===== config.mk =====
export PLATFORM = sky130hd
export DESIGN_NAME = cms_sample_driver_flat
export DESIGN_NICKNAME = d
export VERILOG_FILES = /design/src/rtl/cms_pkg.sv /design/src/rtl/cms_sample_driver_if.sv /design/src/rtl/cms_pair_fifo.sv /design/src/rtl/cms_sample_driver.sv /design/src/flat_wrapper.sv
export SDC_FILE = /design/constraint.sdc
export NUM_CORES = 1
export LEC_CHECK = 0
export CORE_UTILIZATION = 35
export CTS_CLUSTER_SIZE = 24
export DETAILED_ROUTE_END_ITERATION = 10
export PLACE_DENSITY_LB_ADDON = 0.2
export SLEW_MARGIN = 10
export SYNTH_ARGS = -nofsm -noshare
export SYNTH_HDL_FRONTEND = slang
export SYNTH_SLANG_ARGS = --single-unit

===== constraint.sdc =====
create_clock -name clk -period 14.7 [get_ports clk]
set_input_delay 2.94 -clock clk [delete_from_list [all_inputs] [get_ports clk]]
set_output_delay 2.94 -clock clk [all_outputs]
set_load 0.005 [all_outputs]

===== src/rtl/cms_pkg.sv =====
// Shared widths, FSM state type and run-length helper for the CMS sample driver.
package cms_pkg;

   localparam int SAMPLE_W = 32;
   localparam int RESULT_W = 64;
   localparam int LOG2N_W  = 3;
   localparam int REQ_W    = 8;
   localparam int PAIR_W   = 2 * SAMPLE_W;

   typedef enum logic [0:0] {
      IDLE = 1'b0,
      RUN  = 1'b1
   } state_t;

   // Number of samples in a run, one bit wider than the request counter.
   function automatic logic [REQ_W:0] run_len(input logic [LOG2N_W-1:0] i_log2n);
      return {{REQ_W{1'b0}}, 1'b1} << i_log2n;
   endfunction

endpackage


===== src/rtl/cms_sample_driver_if.sv =====
// Host stream, command/result and CMS-side signals of the sample driver.
interface cms_sample_driver_if;
   import cms_pkg::*;

   logic                cmd_start;
   logic [LOG2N_W-1:0]  cfg_log2n;
   logic                cmd_busy;
   logic                s_valid;
   logic                s_ready;
   logic [SAMPLE_W-1:0] s_y;
   logic [SAMPLE_W-1:0] s_y_hat;
   logic                start;
   logic [LOG2N_W-1:0]  log2n;
   logic [SAMPLE_W-1:0] y;
   logic [SAMPLE_W-1:0] y_hat;
   logic                next_number;
   logic                done;
   logic [RESULT_W-1:0] result;
   logic                res_valid;
   logic [RESULT_W-1:0] res_data;
   logic                res_ready;
   logic                err_underrun;
   logic                err_overrun;

   modport master (
      input  cmd_start, cfg_log2n, s_valid, s_y, s_y_hat,
      input  next_number, done, result, res_ready,
      output cmd_busy, s_ready, start, log2n, y, y_hat,
      output res_valid, res_data, err_underrun, err_overrun
   );

   modport slave (
      output cmd_start, cfg_log2n, s_valid, s_y, s_y_hat,
      output next_number, done, result, res_ready,
      input  cmd_busy, s_ready, start, log2n, y, y_hat,
      input  res_valid, res_data, err_underrun, err_overrun
   );

endinterface


===== src/rtl/cms_pair_fifo.sv =====
// First-word-fall-through FIFO of (y, y_hat) pairs; head reads as zero when empty.
module cms_pair_fifo
   import cms_pkg::*;
#(
   parameter int DEPTH = 8,
   parameter int WIDTH = PAIR_W
) (
   input  logic             i_clk,
   input  logic             i_reset,
   input  logic             i_push,
   input  logic             i_pop,
   input  logic [WIDTH-1:0] i_data,
   output logic [WIDTH-1:0] o_head,
   output logic             o_full,
   output logic             o_empty
);

   localparam int AW = $clog2(DEPTH);

   logic [WIDTH-1:0] r_mem [DEPTH];
   logic [AW-1:0]    r_wr_ptr;
   logic [AW-1:0]    r_rd_ptr;
   logic [AW:0]      r_count;
   logic             w_push;
   logic             w_pop;

   assign o_full  = (r_count == (AW+1)'(DEPTH));
   assign o_empty = (r_count == {(AW+1){1'b0}});
   assign w_push  = i_push && !o_full;
   assign w_pop   = i_pop && !o_empty;
   assign o_head  = o_empty ? {WIDTH{1'b0}} : r_mem[r_rd_ptr];

   // Pointers wrap for free because DEPTH is a power of two.
   always_ff @(posedge i_clk) begin
      if (i_reset) begin
         r_wr_ptr <= {AW{1'b0}};
         r_rd_ptr <= {AW{1'b0}};
         r_count  <= {(AW+1){1'b0}};
      end else begin
         if (w_push) begin
            r_wr_ptr <= r_wr_ptr + 1'b1;
         end
         if (w_pop) begin
            r_rd_ptr <= r_rd_ptr + 1'b1;
         end
         case ({w_push, w_pop})
            2'b10:   r_count <= r_count + 1'b1;
            2'b01:   r_count <= r_count - 1'b1;
            default: r_count <= r_count;
         endcase
      end
   end

   always_ff @(posedge i_clk) begin
      if (w_push) begin
         r_mem[r_wr_ptr] <= i_data;
      end
   end

endmodule


===== src/rtl/cms_sample_driver.sv =====
// Initiator-side driver for the ComplexMeanSquare unit: buffers sample pairs,
// launches a run, feeds each request and captures the result for the host.
module cms_sample_driver
   import cms_pkg::*;
#(
   parameter int DEPTH = 8
) (
   input  logic                clk,
   input  logic                reset,
   cms_sample_driver_if.master bus
);

   state_t              r_state;
   state_t              w_state_nxt;
   logic [LOG2N_W-1:0]  r_log2n;
   logic [REQ_W-1:0]    r_req_cnt;
   logic                r_start;
   logic                r_res_valid;
   logic [RESULT_W-1:0] r_res_data;
   logic                r_err_underrun;
   logic                r_err_overrun;
   logic                w_accept;
   logic                w_req;
   logic                w_over_hit;
   logic                w_done;
   logic                w_fifo_full;
   logic                w_fifo_empty;
   logic [PAIR_W-1:0]   w_head;

   cms_pair_fifo #(
      .DEPTH (DEPTH),
      .WIDTH (PAIR_W)
   ) u_fifo (
      .i_clk   (clk),
      .i_reset (reset),
      .i_push  (bus.s_valid),
      .i_pop   (w_req),
      .i_data  ({bus.s_y, bus.s_y_hat}),
      .o_head  (w_head),
      .o_full  (w_fifo_full),
      .o_empty (w_fifo_empty)
   );

   always_ff @(posedge clk) begin
      if (reset) begin
         r_state <= IDLE;
      end else begin
         r_state <= w_state_nxt;
      end
   end

   always_comb begin
      w_state_nxt = r_state;
      case (r_state)
         IDLE:    w_state_nxt = (bus.cmd_start && !r_res_valid) ? RUN : IDLE;
         RUN:     w_state_nxt = bus.done ? IDLE : RUN;
         default: w_state_nxt = IDLE;
      endcase
   end

   // Overrun is judged on the count before this request, and does not block the pop.
   always_comb begin
      w_accept   = 1'b0;
      w_req      = 1'b0;
      w_over_hit = 1'b0;
      w_done     = 1'b0;
      case (r_state)
         IDLE: begin
            w_accept = bus.cmd_start && !r_res_valid;
         end
         RUN: begin
            w_req      = bus.next_number && !bus.done;
            w_over_hit = bus.next_number && ({1'b0, r_req_cnt} >= run_len(r_log2n));
            w_done     = bus.done;
         end
         default: begin
            w_accept = 1'b0;
         end
      endcase
   end

   always_ff @(posedge clk) begin
      if (reset) begin
         r_start        <= 1'b0;
         r_log2n        <= {LOG2N_W{1'b0}};
         r_req_cnt      <= {REQ_W{1'b0}};
         r_err_underrun <= 1'b0;
         r_err_overrun  <= 1'b0;
         r_res_valid    <= 1'b0;
         r_res_data     <= {RESULT_W{1'b0}};
      end else begin
         r_start <= (w_state_nxt == RUN);
         if (w_accept) begin
            r_log2n        <= bus.cfg_log2n;
            r_req_cnt      <= {REQ_W{1'b0}};
            r_err_underrun <= 1'b0;
            r_err_overrun  <= 1'b0;
         end else begin
            if (w_req) begin
               r_req_cnt <= r_req_cnt + 1'b1;
            end
            if (w_req && w_fifo_empty) begin
               r_err_underrun <= 1'b1;
            end
            if (w_over_hit) begin
               r_err_overrun <= 1'b1;
            end
         end
         if (w_done) begin
            r_res_valid <= 1'b1;
            r_res_data  <= bus.result;
         end else if (bus.res_ready) begin
            r_res_valid <= 1'b0;
         end
      end
   end

   assign bus.cmd_busy     = (r_state != IDLE);
   assign bus.s_ready      = !w_fifo_full;
   assign bus.start        = r_start;
   assign bus.log2n        = r_log2n;
   assign bus.y            = w_head[PAIR_W-1:SAMPLE_W];
   assign bus.y_hat        = w_head[SAMPLE_W-1:0];
   assign bus.res_valid    = r_res_valid;
   assign bus.res_data     = r_res_data;
   assign bus.err_underrun = r_err_underrun;
   assign bus.err_overrun  = r_err_overrun;

endmodule


===== src/flat_wrapper.sv =====
// flat-port wrapper written by rule: the top's interface ports become plain ports
module cms_sample_driver_flat import cms_pkg::*;
#(
   parameter int DEPTH = 8
)
  (clk, reset, bus_cmd_start, bus_cfg_log2n, bus_s_valid, bus_s_y, bus_s_y_hat, bus_next_number, bus_done, bus_result, bus_res_ready, bus_cmd_busy, bus_s_ready, bus_start, bus_log2n, bus_y, bus_y_hat, bus_res_valid, bus_res_data, bus_err_underrun, bus_err_overrun);
  cms_sample_driver_if bus_i ();
  input  logic clk;
  input  logic reset;
  input wire logic [$bits(bus_i.cmd_start)-1:0] bus_cmd_start;
  input wire logic [$bits(bus_i.cfg_log2n)-1:0] bus_cfg_log2n;
  input wire logic [$bits(bus_i.s_valid)-1:0] bus_s_valid;
  input wire logic [$bits(bus_i.s_y)-1:0] bus_s_y;
  input wire logic [$bits(bus_i.s_y_hat)-1:0] bus_s_y_hat;
  input wire logic [$bits(bus_i.next_number)-1:0] bus_next_number;
  input wire logic [$bits(bus_i.done)-1:0] bus_done;
  input wire logic [$bits(bus_i.result)-1:0] bus_result;
  input wire logic [$bits(bus_i.res_ready)-1:0] bus_res_ready;
  output wire logic [$bits(bus_i.cmd_busy)-1:0] bus_cmd_busy;
  output wire logic [$bits(bus_i.s_ready)-1:0] bus_s_ready;
  output wire logic [$bits(bus_i.start)-1:0] bus_start;
  output wire logic [$bits(bus_i.log2n)-1:0] bus_log2n;
  output wire logic [$bits(bus_i.y)-1:0] bus_y;
  output wire logic [$bits(bus_i.y_hat)-1:0] bus_y_hat;
  output wire logic [$bits(bus_i.res_valid)-1:0] bus_res_valid;
  output wire logic [$bits(bus_i.res_data)-1:0] bus_res_data;
  output wire logic [$bits(bus_i.err_underrun)-1:0] bus_err_underrun;
  output wire logic [$bits(bus_i.err_overrun)-1:0] bus_err_overrun;
  assign bus_i.cmd_start = bus_cmd_start;
  assign bus_i.cfg_log2n = bus_cfg_log2n;
  assign bus_i.s_valid = bus_s_valid;
  assign bus_i.s_y = bus_s_y;
  assign bus_i.s_y_hat = bus_s_y_hat;
  assign bus_i.next_number = bus_next_number;
  assign bus_i.done = bus_done;
  assign bus_i.result = bus_result;
  assign bus_i.res_ready = bus_res_ready;
  assign bus_cmd_busy = bus_i.cmd_busy;
  assign bus_s_ready = bus_i.s_ready;
  assign bus_start = bus_i.start;
  assign bus_log2n = bus_i.log2n;
  assign bus_y = bus_i.y;
  assign bus_y_hat = bus_i.y_hat;
  assign bus_res_valid = bus_i.res_valid;
  assign bus_res_data = bus_i.res_data;
  assign bus_err_underrun = bus_i.err_underrun;
  assign bus_err_overrun = bus_i.err_overrun;
  cms_sample_driver #(.DEPTH(DEPTH)) u_core (.clk(clk), .reset(reset), .bus(bus_i));
endmodule

==> After elaboration in Yosys (flattened, before gate mapping) <==
Memory sizes are Yosys's and may differ from the RTL's. A register that Yosys moved wholly into a read port is not among the register bits.
Index checks and enable logic that the tools add are counted.
{ "op_classes": {"bitwise_logic": 1, "n_addsub": 5, "eq_ne": 3, "n_shift": 1, "reduce_logical": 14, "magnitude_cmp": 1, "n_mux": 15} }
{ "op_table": {"columns": ["op", "count"], "rows": [
  ["64-bit 2-to-1 mux", 1],
  ["1-bit 2-to-1 mux", 10],
  ["8-bit by 9-bit greater-or-equal comparator with 1-bit output", 1],
  ["1-bit by 3-bit << shifter with 9-bit output (first input constant)", 1],
  ["8-bit by 1-bit adder with 8-bit output (second input constant)", 1],
  ["4-bit one-hot mux with 2 select lines", 1],
  ["3-bit by 1-bit adder with 3-bit output (second input constant)", 2],
  ["1-bit logical AND", 6],
  ["3-bit 2-to-1 mux", 2],
  ["4-bit by 1-bit adder with 4-bit output (second input constant)", 1],
  ["4-bit equality test (second input constant)", 1],
  ["1-bit zero test", 4],
  ["4-bit zero test", 1],
  ["2-bit nonzero test", 2],
  ["4-bit by 1-bit subtractor with 4-bit output (second input constant)", 1],
  ["2-bit by 1-bit equality test with 1-bit output (second input constant)", 1],
  ["2-bit equality test (second input constant)", 1],
  ["1-bit one-hot mux with 2 select lines", 1],
  ["2-bit OR reduction", 1],
  ["1-bit NOT", 1]
]} }
{ "totals": {"ram_bits": 512, "reg_bits": 89, "in_bits": 138, "elab_cells": 51, "memories": 1, "output_inout_bits": 137} }
{ "memory_table": {"columns": ["name", "depth", "width", "read_ports", "rd_ports_with_merged_regs", "write_ports", "line", "text"], "rows": [
  ["u_core.u_fifo.r_mem", 8, 64, 1, 1, 1, "cms_pair_fifo.sv:20", "logic [WIDTH-1:0] r_mem [DEPTH];"]
]} }

==> Longest topological paths before layout <==
Gate-level depths: netlist of the first run.
{ "logic_depth": {"depth_word": 6, "mapped_depth": 10, "mapped_depth_nobuf": 9} }

==> Modules after synthesis <==
A second synthesis of the first run with hierarchy kept.
{ "hier_totals": {"cells_unflattened": 1261, "area_unflattened_um2": 23378.7} }
{ "by_module_without_submodules": {"columns": ["mod", "seq_area_each_um2", "area_each_um2", "cells_per_inst", "n_inst"], "rows": [
  ["cms_pair_fifo", 15635.0, 20043.0, 883, 1],
  ["cms_sample_driver", 1581.5, 3335.7, 378, 1]
]} }

==> Worst setup path after synthesis of the first run <==
OpenSTA, ideal clock, no wires.
{ "synth_path": {"path_type": "input-to-reg", "start": "input bus_s_valid", "end": "memory u_core.u_fifo.r_mem[0][0] (netlist name), enable pin", "stages": 2, "slack_ns": 5.000, "setup_time_ns": 0.644, "n_path_buf": 0, "t_required_ns": 14.056, "arrival_ns": 9.056, "path_cell_list": "nand2_8 -> nor4_1"} }
{ "synth_between": {"elab_chain_cells": 3} }
{ "synth_rtl": {"columns": ["element", "line", "text"], "rows": [
  ["from (decl)", "flat_wrapper.sv:12", "input wire logic [$bits(bus_i.s_valid)-1:0] bus_s_valid;"],
  ["1-bit logical AND", "cms_pair_fifo.sv:29", "assign w_push = i_push && !o_full;"],
  ["1-bit 2-to-1 mux", "cms_pair_fifo.sv:55", "if (w_push) begin"],
  ["1-bit 2-to-1 mux (implied by the code)", "cms_pair_fifo.sv:56", "r_mem[r_wr_ptr] <= i_data;"],
  ["to (decl)", "cms_pair_fifo.sv:20", null]
]} }
No other way between the ends.

==> reports/results.ini, run 1 <==
[outcome]
status = completed

[drt]
avgViaCountPerCell = 4.91
vias = 12104
drt-total-wl_mm = 52.3
drt_first_pass_iters = 7
drt_iter0_drc = 657
ant_nets = 0
drc = 0
wire_per_inst_um = 21.2

[logic_synthesis]
syn_nets = 1415
syn_area_um2 = 23100
synth_top_area_cell = edfxtp_1
ys_ff_latch = 604
synth_area_leaders = edfxtp_1 (66%), mux4_2 (12%), dfxtp_1 (8.0%), mux2i_1 (2.9%), nand2_1 (2.2%)
synth_top_area_share_pct = 66.5
syn_area_per_cell_um2 = 18.3
synthesis.instances = 1262
ys_seq_area_share_pct = 74.4
async_flop_share_pct = 0
synth.distinct_cells = 46
synth_warnings = 0
yosys_most_used_dff = edfxtp_1
synth_edf_count = 512

[global_routing]
grt_max_degree = 83
track_usage_pct = 15.8
antenna_found_initial = 7
grt_pass1_wl_mm = 78.9
first_global_vias = 12638
grt-ovfl-total = 0

[die]
coreArea_um2 = 64900
io_pins = 275
start_util_pct = 35.6
die_x_um = 259
die_area_um2 = 67100
die_y_um = 259
rows = 93

[sta]
clock_skew_ps = 23.0
slew_viol_final = 0
hold_viol = 0
min_period_ps = 6830
max_slew.worst_pin.slew_ps = 1110
setup_tns_ps = 0
fmaxAchievable_mhz = 147
rsz0062_at_grt = false
setup_viol_count_final = 0
fin_crit_sh_pct = 46.4
slew_headroom_pct = 25.9

[power]
power.density_nw_per_um2 = 133
vdd_ir_drop_max_mv = 0.0816
p_leak_uw = 0.00899
power.total_uw = 3840

[setup_path]
worstPathArrival_ps = 3890
r2r_start = u_core.u_fifo.r_count[0]
cp-end-kind = primary output
crit_fanout = 49
ff2ff_path_depth = 10
crit_type = reg2out
crit_required_ps = 11760
r2r_slack_ps = 11180
worstSetupStartpointType = flop
reg2reg_to = u_core.u_fifo.r_count[3]

[clocking]
cts_buffer_depth = 3
cts_buffers = 68
clock-root-buffer = clkbuf_16
worstSkewPairLatency_ps = 610
post_cts_resized = 0
path_clk_slew_ps = 50
ctsHoldBuffers = 0
cts_setup_buffers = 0
clock_sink_count = 604
htreeDepth = 3
tritoncts = yes

[job]
maxCapViolations = 0

[hold_path]
hold_class = reg2reg
min_path_cells = 2
min_from = u_core.bus.res_data[22]
whs_endpoint = u_core.bus.res_data[22]

[place]
numPortBuffers = 274
placed_area_um2 = 26800
finalWeightedCongestion = 0.732
hpwl_mm = 28.9

[final_layout]
drive_gt1_share_pct = 16.5
post-route-cell-area_um2 = 28900
syn_to_final_growth_pct = 25.1
layout.nets = 1709
num_antenna_cells = 0

Yosys cell counts (2+ instances only):
library cell	number
buf_1	8
or3b_2	2
a21oi_1	79
ha_1	14
buf_2	30
nor3_1	8
edfxtp_1	512
dfxtp_1	92
xnor2_1	4
and3_1	2
clkbuf_1	19
nand2b_1	4
inv_1	6
nand4_1	3
mux4_2	128
or3_1	2
nand3_1	6
mux2i_1	67
a211oi_1	2
nand2_1	138
nor2_1	89
buf_6	15
xor2_1	6
nand3b_1	4
routing by layer:
| metal | track usage (%) | part of all wire, % |
|---|---|---|
| met1 | 20.5 | 43 |
| met2 | 25.5 | 48 |
| met3 | 4.86 | 6.9 |
| met4 | 4.44 | 1.8 |
| met5 | 0 | 0.18 |
critical path: stages, from the launching register on:
cell and delay [ps]:
dfxtp_4 1010, buf_4 860, mux4_2 590, mux2i_1 180
nor2_1 80, clkdlybuf4s50_1 500
layout by cell type (no fill, tap or decap), types with 6 or more instances in the layout:
cell type and n:
dfxtp_1 89, clkbuf_1 23, mux4_2 128, clkinv_1 9, xor2_1 6, nand3_1 6
clkbuf_16 69, nand2_1 137, clkinv_2 8, buf_4 23, ha_1 14, edfxtp_1 512
mux2i_1 67, nor2_1 86, a21oi_1 79, bufinv_16 6, clkdlybuf4s50_1 273, inv_1 6
state kept, by name (all words and copies together) (netlist names), named ones only:
name                     cells
u_core.r_req_cnt             8
u_core.u_fifo.r_rd_ptr       3
u_core.u_fifo.r_count        4
u_core.bus.err_overrun       1
u_core.bus.start             1
u_core.u_fifo.r_wr_ptr       3
u_core.bus.log2n             3
u_core.bus.res_valid         1
u_core.bus.err_underrun      1
u_core.bus.res_data         64
u_core.u_fifo.r_mem        512
area by class of cell:
cell class / count / area (um2)
clock inverters: 29 / 352
fillers: 5659 / 36000
flip-flops and latches: 604 / 17200
inverters: 6 / 22.5
clock buffers: 93 / 1830
well taps: 855 / 1070
multi-input cells: 579 / 5530
repair buffers: 297 / 2910
cells by family after synthesis:
kind of cell | count (synthesis) | share of synthesized area [%]
AOI/OAI and AO/OA | 87 | 1.95
xor gates and xnor gates | 11 | 0.449
adders and majority gates | 15 | 0.844
buffers and inverters | 79 | 1.95
DFF | 604 | 74.4
muxes | 195 | 15.4
and+or+nand+nor | 271 | 5.01
power breakdown:
part	internal (uW)	switching (uW)
sequential	1900	16.6
combinational	131	129
clock	986	669
total	3020	815
stage by stage:
stage / setup slack [ps] / hold WS (ps) / std cells / util [%]
floorplan: 5000 / 453 / 1262 / -
global placement: 8310 / 443 / 2341 / 41.2
detailed placement: 8290 / 446 / 2341 / 41.2
CTS: 7630 / 454 / 2463 / 44.6
global route: 7490 / 467 / 2463 / 44.6
finish: 7870 / 452 / 2463 / 44.6
how the worst max path moves through the flow:
stage                                            to  cells after the start         from
after detailed placement                  bus_y[18]                      5         flop
after CTS                                 bus_y[18]                      5         flop
after global placement                bus_y_hat[16]                      5         flop
after global routing                      bus_y[17]                      5         flop
final                                     bus_y[18]                      5         flop
after floorplan           u_core.u_fifo.r_mem[0][0]                      2  bus_s_valid
Note: power is estimated with default switching activity, not from simulation.
==> run 2, diff against run 1 <==
Clock period 14.7 ns to 5.85 ns, I/O delays scaled along.
==> reports/results.ini, run 2 (synthesis gave the netlist of run 1 again) <==
[power]
vdd_ir_drop_max_mv = 0.307  ; was 0.0816 mV
power.total_uw = 9550  ; was 3840 uW
p_leak_uw = 0.00898  ; was 0.00899 uW
power.density_nw_per_um2 = 329  ; was 133 nW/um2

[clocking]
tritoncts = yes  ; unchanged
clock_sink_count = 604  ; unchanged
post_cts_resized = 0  ; unchanged
ctsHoldBuffers = 0  ; unchanged
path_clk_slew_ps = 60  ; was 50 ps
clock-root-buffer = clkbuf_16  ; unchanged
cts_buffers = 69  ; was 68
cts_buffer_depth = 3  ; unchanged
worstSkewPairLatency_ps = 590  ; was 610 ps
cts_setup_buffers = 0  ; unchanged
htreeDepth = 3  ; unchanged

[setup_path]
cpMaxStageDelayCell = dfxtp_4  ; unchanged
crit_type = reg2out  ; unchanged
crit_required_ps = 4680  ; was 11760 ps
worstSetupStartpointType = flop  ; unchanged
cp_top_family = buffers and inverters  ; unchanged
cp-end-kind = primary output  ; unchanged
path_buf_inv = 2  ; unchanged
crit_fanout = 33  ; was 49
cpPeakStageDelay_ps = 840  ; was 1010 ps
worstPathArrival_ps = 3320  ; was 3890 ps
timing.critical_path.cells = buf_4, mux4_2, mux2i_1, nor2_1, clkdlybuf4s50_1  ; unchanged

[die]
die_y_um = 259  ; unchanged
rows = 93  ; unchanged
die_area_um2 = 67100  ; unchanged
coreArea_um2 = 64900  ; unchanged
die_x_um = 259  ; unchanged
io_pins = 275  ; unchanged
start_util_pct = 35.6  ; unchanged

[outcome]
status = completed  ; unchanged

[sta]
setup_viol_count_final = 0  ; unchanged
slew_viol_final = 0  ; unchanged
clock_skew_ps = 14.7  ; was 23.0 ps
hold_viol = 0  ; unchanged
min_period_ps = 4490
max_slew.worst_pin.slew_ps = 1100  ; was 1110 ps
slew_headroom_pct = 26.5  ; was 25.9%
fmaxAchievable_mhz = 223
rsz0062_at_grt = false  ; unchanged
fin_crit_sh_pct = 76.7

[global_routing]
antenna_found_initial = 7  ; unchanged
grt_pass1_wl_mm = 79.5  ; was 78.9 mm
grt_max_degree = 71  ; was 83
track_usage_pct = 15.9  ; was 15.8%
first_global_vias = 12730  ; was 12638
grt-ovfl-total = 0  ; unchanged

[place]
dp.cells = 2339  ; was 2341
finalWeightedCongestion = 0.759  ; was 0.732
hpwl_mm = 28.6  ; was 28.9 mm
numPortBuffers = 274  ; unchanged

[final_layout]
final_common_cell = edfxtp_1  ; unchanged
final_core_util_pct = 44.7  ; was 44.6%
drive_gt1_share_pct = 16.4  ; was 16.5%
layout.nets = 1708  ; was 1709
multi_input_area_um2 = 5540  ; was 5530 um2
final_cell_mix = edfxtp_1 (512), clkdlybuf4s50_1 (273), nand2_1 (137), mux4_2 (128), dfxtp_1 (89)  ; unchanged
area.sequential_um2 = 17200  ; unchanged
largest_reg_flops = 512  ; unchanged
final_cells = 2459  ; was 2463
largest_register = u_core.u_fifo.r_mem  ; unchanged
fillers = 5650  ; was 5659
syn_to_final_growth_pct = 25.5  ; was 25.1%

[drt]
drt_iter0_drc = 735  ; was 657
ant_nets = 0  ; unchanged
wire_per_inst_um = 21.5  ; was 21.2 um
drc = 0  ; unchanged
vias = 12185  ; was 12104
drt_first_pass_iters = 5  ; was 7
drt-total-wl_mm = 52.8  ; was 52.3 mm
avgViaCountPerCell = 4.96  ; was 4.91

[hold_path]
hold_class = reg2reg  ; unchanged

[job]
maxCapViolations = 0  ; unchanged

## run 2: final cells by class
cell class	count	share of cell area (%)
flip-flops and latches	604	59.3
multi-input cells	579	19.1
repair buffers	295	10.4
clock buffers	90	6.51
well taps	855	3.69
clock inverters	28	0.871
inverters	6	0.0776
diodes	2	0.0172
## run 2: metrics by stage
step | setup TNS [ps] | setup slack, ps | cell area, um2 | hold WS, ps
after detailed placement | 0 | 1870 | 26900 | 448
after floorplan | -63480 | -331 | 23100 | 453
after global placement | 0 | 1850 | 26900 | 441
after global routing | 0 | 1080 | 29000 | 475
after CTS | 0 | 1210 | 29000 | 456
final | 0 | 1360 | 29000 | 454
## run 2: path summary, 6_finish.rpt
kind	start	to	slack (ps)	depth (start not counted)
worst max-delay path	flop	bus_y[14]	1360	5
worst min register to register	u_core.bus.res_data[29]	u_core.bus.res_data[29]	450	2
worst min-delay path	u_core.bus.res_data[29]	u_core.bus.res_data[29]	450	2
worst max register to register	u_core.u_fifo.r_count[0]	u_core.u_fifo.r_count[3]	2790	9
## run 2: worst reg2reg max path, cell delays in order (launching register included)
cell,delay (ps)
dfxtp_1,370
nor4_4,360
buf_4,530
nor2_1,220
ha_1,270
ha_1,330
a21oi_1,190
a21oi_1,100
or4_1,470
a21oi_1,150
## run 2: report_power, final
group	internal (uW)	switching, uW
sequential	4780	42.4
combinational	334	325
clock	2410	1650
## run 2: layer usage
| metal | track usage [%] | part of all wire (%) |
|---|---|---|
| met3 | 3.92 | 5.4 |
| met1 | 21.3 | 44 |
| met2 | 25.9 | 48 |
| met5 | 0 | 0.14 |
| met4 | 4.09 | 1.9 |
